===== config.mk =====
export PLATFORM = sky130hd
export DESIGN_NAME = control_unit
export DESIGN_NICKNAME = d
export VERILOG_FILES = /design/src/rtl/control_unit.sv
export SDC_FILE = /design/constraint.sdc
export NUM_CORES = 1
export LEC_CHECK = 0
export ABC_AREA = 1
export BUFFER_PORTS_ARGS = -buffer_cell sky130_fd_sc_hd__buf_2
export CAP_MARGIN = 10
export CELL_PAD_IN_SITES_DETAIL_PLACEMENT = 0
export CELL_PAD_IN_SITES_GLOBAL_PLACEMENT = 2
export CORE_ASPECT_RATIO = 1.75
export CORE_MARGIN = 3
export CORE_UTILIZATION = 30
export CTS_CLUSTER_DIAMETER = 100
export DETAILED_ROUTE_END_ITERATION = 16
export HOLD_SLACK_MARGIN = 0.03
export PLACE_DENSITY_LB_ADDON = 0.12
export SLEW_MARGIN = 5
export SYNTH_ARGS = -nofsm -noshare
export SYNTH_HDL_FRONTEND = slang
export SYNTH_SLANG_ARGS = --single-unit

===== constraint.sdc =====
create_clock -name clk -period 3.7 [get_ports clk]
set_input_delay 0.37 -clock clk [delete_from_list [all_inputs] [get_ports clk]]
set_output_delay 0.37 -clock clk [all_outputs]
set_load 0.005 [all_outputs]

===== src/rtl/control_unit.sv =====
// rtl/control_unit.sv - multi-cycle instruction sequencer for the 32-bit core
module control_unit #(
    parameter int CNT_W = 32
) (
    input  logic             clk,
    input  logic             rst_n,
    input  logic [4:0]       opcode,
    input  logic             I,
    input  logic             flag_e,
    input  logic             flag_gt,
    output logic             instr_req,
    input  logic             instr_valid,
    output logic             ir_we,
    output logic             imm_sel,
    output logic             alu_start,
    input  logic             alu_done,
    output logic             flags_we,
    output logic             dmem_req,
    output logic             dmem_we,
    input  logic             dmem_ready,
    output logic             rf_we,
    output logic [1:0]       wb_sel,
    output logic             pc_we,
    output logic [1:0]       pc_sel,
    output logic             halted,
    output logic             illegal,
    output logic [CNT_W-1:0] retired
);

    localparam logic [4:0] OP_MUL  = 5'b00010;
    localparam logic [4:0] OP_MOD  = 5'b00100;
    localparam logic [4:0] OP_CMP  = 5'b00101;
    localparam logic [4:0] OP_NOP  = 5'b01101;
    localparam logic [4:0] OP_LD   = 5'b01110;
    localparam logic [4:0] OP_ST   = 5'b01111;
    localparam logic [4:0] OP_BEQ  = 5'b10000;
    localparam logic [4:0] OP_BGT  = 5'b10001;
    localparam logic [4:0] OP_B    = 5'b10010;
    localparam logic [4:0] OP_CALL = 5'b10011;
    localparam logic [4:0] OP_RET  = 5'b10100;
    localparam logic [4:0] OP_HLT  = 5'b11111;

    typedef enum logic [3:0] {
        S_RESET,
        S_FETCH,
        S_DECODE,
        S_EXEC,
        S_MULW,
        S_MEM,
        S_WB,
        S_BRANCH,
        S_HALT
    } state_t;

    state_t           state_q, state_d;
    logic [4:0]       op_q, op_d;
    logic             illegal_q, illegal_d;
    logic [CNT_W-1:0] retired_q, retired_d;
    logic             retire;

    // State register, latched opcode, sticky illegal flag and retire counter
    always_ff @(posedge clk or negedge rst_n) begin
        if (!rst_n) begin
            state_q   <= S_RESET;
            op_q      <= 5'd0;
            illegal_q <= 1'b0;
            retired_q <= '0;
        end else begin
            state_q   <= state_d;
            op_q      <= op_d;
            illegal_q <= illegal_d;
            retired_q <= retired_d;
        end
    end

    // Next-state and strobe decode; strobes depend on state and the latched opcode
    always_comb begin
        state_d   = state_q;
        op_d      = op_q;
        illegal_d = illegal_q;
        retire    = 1'b0;
        instr_req = 1'b0;
        ir_we     = 1'b0;
        imm_sel   = 1'b0;
        alu_start = 1'b0;
        flags_we  = 1'b0;
        dmem_req  = 1'b0;
        dmem_we   = 1'b0;
        rf_we     = 1'b0;
        wb_sel    = 2'd0;
        pc_we     = 1'b0;
        pc_sel    = 2'd0;
        unique case (state_q)
            S_RESET: state_d = S_FETCH;
            S_FETCH: begin
                instr_req = 1'b1;
                if (instr_valid) begin
                    ir_we   = 1'b1;
                    state_d = S_DECODE;
                end
            end
            S_DECODE: begin
                // The only place the live opcode is looked at
                op_d = opcode;
                if (opcode <= OP_ST) begin
                    state_d = S_EXEC;
                end else if (opcode <= OP_RET) begin
                    state_d = S_BRANCH;
                end else begin
                    state_d   = S_HALT;
                    illegal_d = (opcode != OP_HLT);
                end
            end
            S_EXEC: begin
                imm_sel = I;
                if (op_q >= OP_MUL && op_q <= OP_MOD) begin
                    alu_start = 1'b1;
                    state_d   = S_MULW;
                end else if (op_q == OP_CMP) begin
                    flags_we = 1'b1;
                    state_d  = S_WB;
                end else if (op_q == OP_LD || op_q == OP_ST) begin
                    state_d = S_MEM;
                end else begin
                    state_d = S_WB;
                end
            end
            S_MULW: begin
                if (alu_done) begin
                    state_d = S_WB;
                end
            end
            S_MEM: begin
                dmem_req = 1'b1;
                dmem_we  = (op_q == OP_ST);
                if (dmem_ready) begin
                    if (op_q == OP_ST) begin
                        // Stores have no write-back, so they finish here
                        pc_we   = 1'b1;
                        retire  = 1'b1;
                        state_d = S_FETCH;
                    end else begin
                        state_d = S_WB;
                    end
                end
            end
            S_WB: begin
                rf_we   = (op_q != OP_CMP) && (op_q != OP_NOP);
                wb_sel  = (op_q == OP_LD) ? 2'd1 : 2'd0;
                pc_we   = 1'b1;
                retire  = 1'b1;
                state_d = S_FETCH;
            end
            S_BRANCH: begin
                pc_we = 1'b1;
                case (op_q)
                    OP_B:    pc_sel = 2'd1;
                    OP_CALL: begin
                        pc_sel = 2'd1;
                        rf_we  = 1'b1;
                        wb_sel = 2'd2;
                    end
                    OP_BEQ:  pc_sel = flag_e  ? 2'd1 : 2'd0;
                    OP_BGT:  pc_sel = flag_gt ? 2'd1 : 2'd0;
                    OP_RET:  pc_sel = 2'd2;
                    default: pc_sel = 2'd0;
                endcase
                retire  = 1'b1;
                state_d = S_FETCH;
            end
            S_HALT: state_d = S_HALT;
            default: state_d = S_RESET;
        endcase
        retired_d = retire ? retired_q + CNT_W'(1) : retired_q;
    end

    assign halted  = (state_q == S_HALT);
    assign illegal = illegal_q;
    assign retired = retired_q;

endmodule


==> flow_summary.ini, run 1 <==
[placement]
place.port_buffers = 59
place_congestion = 0.895
place.detailed.instances = 606
hpwlAfterDp_um = 6770

[floorplanning]
floorplan.io_pins = 60
die_y_um = 133
design.die.area_um2 = 10500
initial_utilization_pct = 31.5
fp.dieW_um = 78.9
rows = 45
fp.coreArea_um2 = 8840

[cells_and_area]
mostFrequentLayoutCell = sky130_fd_sc_hd__nand2_1
fin_cells = 614
fill_cells = 983
layout_common_cells = sky130_fd_sc_hd__nand2_1, sky130_fd_sc_hd__nor2_1, sky130_fd_sc_hd__buf_2
multiInputGateArea_um2 = 1510
sequential_cell_area_um2 = 1050
flow.area_growth_from_synthesis_pct = 20.2
final_layout_size_suffix_gt1_share_pct = 15.1
num-nets-final = 510
n_antenna_cell = 0

[cts]
cts_resized = 0
post_cts.repair.setup_buffers = 0
sink_count = 42
tritoncts = built
postCtsHoldBufs = 0
cts.root.buffer_cell = sky130_fd_sc_hd__clkbuf_16
ctsLongestPathBuffers = 2
htreeDepth = 2
cts-buffers-inserted = 5
path_clk_slew_ns = 0.07
worst_skew_pair.late_latency_ns = 0.30

[setup_path]
critPathKind = reg -> out
worstReg2RegEnd = retired[6]
worstSetupStartpointType = register
worst-r2r-cell-count = 8
r2r_path_start = op_q[4]
endpoint_kind = output pin
cp_max_fo = 28
r2r_setup_slack_ns = 1.70
crit_path_start = op_q[4]
crit_arrival_ns = 2.05
worst-endpoint-required_ns = 3.33

[power]
total_leakage_power_nw = 1.73
total_power_mw = 1.76
pwr_density_cell_nw_per_um2 = 525
power.ir.vdd_worst_mv = 0.290

[grt]
grt_pass1_wl_um = 14200
grt_start_max_net_pins = 43
grt_antenna_before_repair = 0
via_count_of_the_first_global_routing_pass = 2859
grt_overflow_total = 0
globalRouteTotalUtil_pct = 17.4

[routing]
detail_route.drc_violations = 0
drtPass1Iterations = 4
route.final.wire_length_um = 8550
detail_route.vias_per_cell = 4.51
drt-wirelength-per-cell_um = 13.9
routed-via-count = 2768
drt_first_iter_violations = 127
postRouteAntennaNets = 0

[timing]
max_slew_margin_pct = 32.5
rsz0062_at_grt = false
final-max-slew-violation-count = 0
tightestPinTransition_ns = 1.01
finalWorstPathRequiredPeriod_ns = 2.42
report.final.hold_viol_count = 0
layout_worst_path_cycle_share_pct = 65.4
timing.final.setup_violations = 0
setup_tns_ns = 0
fin_hold_ws_ns = 0.254
timing.fmax_ghz = 0.413
clock-skew-final_ns = 0.0113

[yosys]
synth.yosys.warnings = 0
synth.net_count = 448
synth.top_cells.by_area = sky130_fd_sc_hd__dfrtp_1, sky130_fd_sc_hd__nand2_1, sky130_fd_sc_hd__nor2_1
synthesis.area_um2 = 2790
yosys.cell_types.count = 26
netlist.area_leader.share_pct = 37.7
synth.avg_cell_area_um2 = 6.42
syn-instance-count = 434
synth.largest_area_cell = sky130_fd_sc_hd__dfrtp_1
seq_area_frac_synth_pct = 37.7
synth-seq-cells = 42

[min_path]
hold_path.class = in -> async

[flow_run]
max_cap_viol_count = 0

[outcome]
run_status = completed
[per-stage QoR]
stage,setup slack [ns],area (um2),utilization (%)
after detailed placement,1.58,3180,36.0
after global routing,1.11,3350,37.9
after CTS,1.25,3350,37.9
after global placement,1.57,3180,36.0
final,1.28,3350,37.9
after floorplan,2.18,2790,-
[area by class of cell]
class / count / area share (%)
multi-input combinational: 341 / 45.1
sequential: 42 / 31.4
timing repair buffer: 60 / 9.04
inverter: 46 / 5.16
tap: 117 / 4.37
clock buffer: 5 / 3.74
clock inverter: 3 / 1.20
[synth_stat cells, drive strengths merged]
cell / number
nand3b: 12
nor3: 6
or2: 1
a21oi: 6
nand4: 4
o22ai: 1
xor2: 15
and2: 1
nor2: 82
inv: 46
and3: 1
nand3: 18
nand2: 179
buf: 5
ha: 1
o21bai: 1
o31ai: 1
nor4: 1
dfrtp: 42
o21ai: 11
[logic make-up after synthesis]
group | count (synthesis) | share of synthesized area, %
adder cells (fa/ha/maj) | 1 | 0.449
AND/OR/NAND/NOR | 305 | 45.2
buffers and inverters | 51 | 8.08
AO/OA/AOI/OAI | 20 | 3.82
flip-flops | 42 | 37.7
XOR/XNOR | 15 | 4.72
[where the power goes]
group	internal, mW	switching (mW)	total (mW)
Clock	0.316	0.192	0.508
Sequential	0.552	0.101	0.653
Combinational	0.198	0.399	0.598
[worst max path at each step]
stage / to / slack, ns / depth (start not counted)
2_1_floorplan: retired[14] / 2.18 / 7
3_3_place_gp: pc_we / 1.57 / 7
3_5_place_dp: pc_we / 1.58 / 7
4_1_cts: pc_we / 1.25 / 7
5_1_grt: pc_we / 1.11 / 7
6_report: pc_we / 1.28 / 7
[critical path: stages (launching register included)]
cell and delay, ns:
sky130_fd_sc_hd__dfrtp_1 0.42, sky130_fd_sc_hd__inv_1 0.11, sky130_fd_sc_hd__nand3_1 0.09, sky130_fd_sc_hd__nor2_1 0.19, sky130_fd_sc_hd__nand3_2 0.09, sky130_fd_sc_hd__nand2_2 0.43
sky130_fd_sc_hd__buf_4 0.28, sky130_fd_sc_hd__buf_2 0.13
[metal layers]
metal,share of wire (%),global-route usage (%),routed length [um]
met3,3.6,2.77,310
met5,0,0,0
met4,2.4,6.60,202
met1,37,17.5,3160
met2,57,34.6,4870
[registers in the layout, indices dropped and copies added (netlist names)]
name,flops
retired,32
op_q,5
state_q,4
illegal,1
No activity file was read; power rests on OpenSTA's default activity.
==> run 2, diff against run 1 <==
Settings changed: CORE_UTILIZATION 30 to 29.
Clock period 3.7 ns to 2.4 ns, I/O delays scaled along.
==> run 2 against run 1 <==
  * Non-clock buffer count rose by 1
  * Clock-buffer cell count is the same
  * Flip-flop and latch count is the same
  * Final area rose by 0.34%
  * Hold slack got worse by 0.24 ns
  * First-iteration DRC count grew 8.7%
  * Sequential share of layout area fell by 0.11 points
  * Global-route usage shrank 0.16 points
  * Final cell count up 0.65%
  * Sequential power up 56%
  * Utilization is 1.4 points lower
  * Clock skew shrank 0.0049 ns
  * Critical path type unchanged
  * Critical endpoint unchanged
  * Largest cell class unchanged
==> flow_summary.ini, run 2 (synthesized netlist as in run 1, its figures left out) <==
[cells_and_area]
layout_common_cells = sky130_fd_sc_hd__nand2_1, sky130_fd_sc_hd__nor2_1, sky130_fd_sc_hd__buf_2
mostFrequentLayoutCell = sky130_fd_sc_hd__nand2_1
num-nets-final = 511
final_core_util_pct = 36.5
flow.area_growth_from_synthesis_pct = 20.6
finalInstanceArea_um2 = 3360
fill_cells = 1053
n_antenna_cell = 0
final_layout_size_suffix_gt1_share_pct = 15.3
sequential_cell_area_um2 = 1050
largest_register_ff_count = 32
multiInputGateArea_um2 = 1510

[floorplanning]
initial_utilization_pct = 30.3
floorplan.io_pins = 60
die_y_um = 136
rows = 46
fp.coreArea_um2 = 9210
design.die.area_um2 = 10900
fp.dieW_um = 80.1

[routing]
drtPass1Iterations = 4
postRouteAntennaNets = 0
detail_route.vias_per_cell = 4.56
route.final.wire_length_um = 8740
drt_first_iter_violations = 138
detail_route.drc_violations = 0
routed-via-count = 2816
drt-wirelength-per-cell_um = 14.1

[cts]
htreeDepth = 2
sink_count = 42
tritoncts = built
cts-buffers-inserted = 5
path_clk_slew_ns = 0.06
post_cts.repair.setup_buffers = 0
ctsLongestPathBuffers = 2
postCtsHoldBufs = 0
cts.root.buffer_cell = sky130_fd_sc_hd__clkbuf_16
cts_resized = 0
worst_skew_pair.late_latency_ns = 0.29

[timing]
max_slew_margin_pct = 61.1
report.final.hold_viol_count = 0
timing.fmax_ghz = 0.473
clock-skew-final_ns = 0.00641
finalWorstPathRequiredPeriod_ns = 2.12
rsz0062_at_grt = false
setup_tns_ns = 0
layout_worst_path_cycle_share_pct = 88.1
final-max-slew-violation-count = 0
timing.final.setup_violations = 0
tightestPinTransition_ns = 0.583

[grt]
grt_pass1_wl_um = 14200
via_count_of_the_first_global_routing_pass = 2805
grt_start_max_net_pins = 43
grt_antenna_before_repair = 0
grt_overflow_total = 0
globalRouteTotalUtil_pct = 17.3

[setup_path]
crit_chain = inv_1 -> nand3_1 -> nor2_1 -> nand3_2 -> nand2_2 -> buf_4 -> buf_2
r2r_setup_slack_ns = 0.57
cp_max_fo = 39
worst-endpoint-required_ns = 2.16
crit_arrival_ns = 1.88
endpoint_kind = output pin
crit_slowest_cell = sky130_fd_sc_hd__dfrtp_1
worstSetupStartpointType = register
critPathMaxStageDelay_ns = 0.42
critPathKind = reg -> out

[min_path]
hold_path.class = in -> async

[power]
power.ir.vdd_worst_mv = 0.420
pwr_density_cell_nw_per_um2 = 814
total_leakage_power_nw = 1.74

[flow_run]
max_cap_viol_count = 0

[outcome]
run_status = completed

[placement]
place_congestion = 0.900
place.port_buffers = 59
detailed_place.area_um2 = 3190
hpwlAfterDp_um = 6980
[run 2: report_power, final]
part	total [mW]	internal [mW]	switching (mW)
Clock	0.786	0.488	0.298
Combinational	0.927	0.307	0.620
Sequential	1.02	0.850	0.169
Total	2.73	1.64	1.09
[run 2: path summary, 6_finish.rpt]
path                             from          end  cells past startpoint
max in group asynchronous       rst_n  retired[25]                      2
min in group clk            opcode[0]      op_q[0]                      3
hold reg to reg               illegal      illegal                      2
setup / recovery              op_q[4]        pc_we                      7
setup reg to reg           retired[0]  retired[14]                      7
hold / removal                  rst_n   retired[8]                      2
[run 2: worst max-delay path: cells and delay by family, from the launching register on]
kind,cells,cell delay [ns]
buffers and inverters,3,0.68
and+or+nand+nor,4,0.48
DFF,1,0.42
[run 2: layout make-up]
type | count | share of cell area (%)
Clock buffer | 5 | 3.72
Sequential cell | 42 | 31.3
Timing Repair Buffer | 61 | 9.24
Inverter | 46 | 5.14
Multi-Input combinational cell | 341 | 45.0
Tap cell | 120 | 4.47
Clock inverter | 3 | 1.19
[run 2: metrics by stage]
step	hold WS, ns	instances	power, mW	setup WS, ns
final	0.0124	618	2.73	0.285
after global routing	0.0793	618	2.95	0.168
after CTS	0.0559	618	2.78	0.277
after detailed placement	0.370	610	1.98	0.587
after global placement	0.364	610	1.97	0.609
after floorplan	-0.0556	434	1.65	0.878
[run 2: metal layers]
metal | track usage, % | wire, um | up-vias
met2 | 35.0 | 5080 | 54
met1 | 16.6 | 3150 | 1294
met3 | 2.86 | 315 | 7
met5 | 0 | 0 | -
li1 | - | - | 1461
met4 | 6.30 | 194 | 0
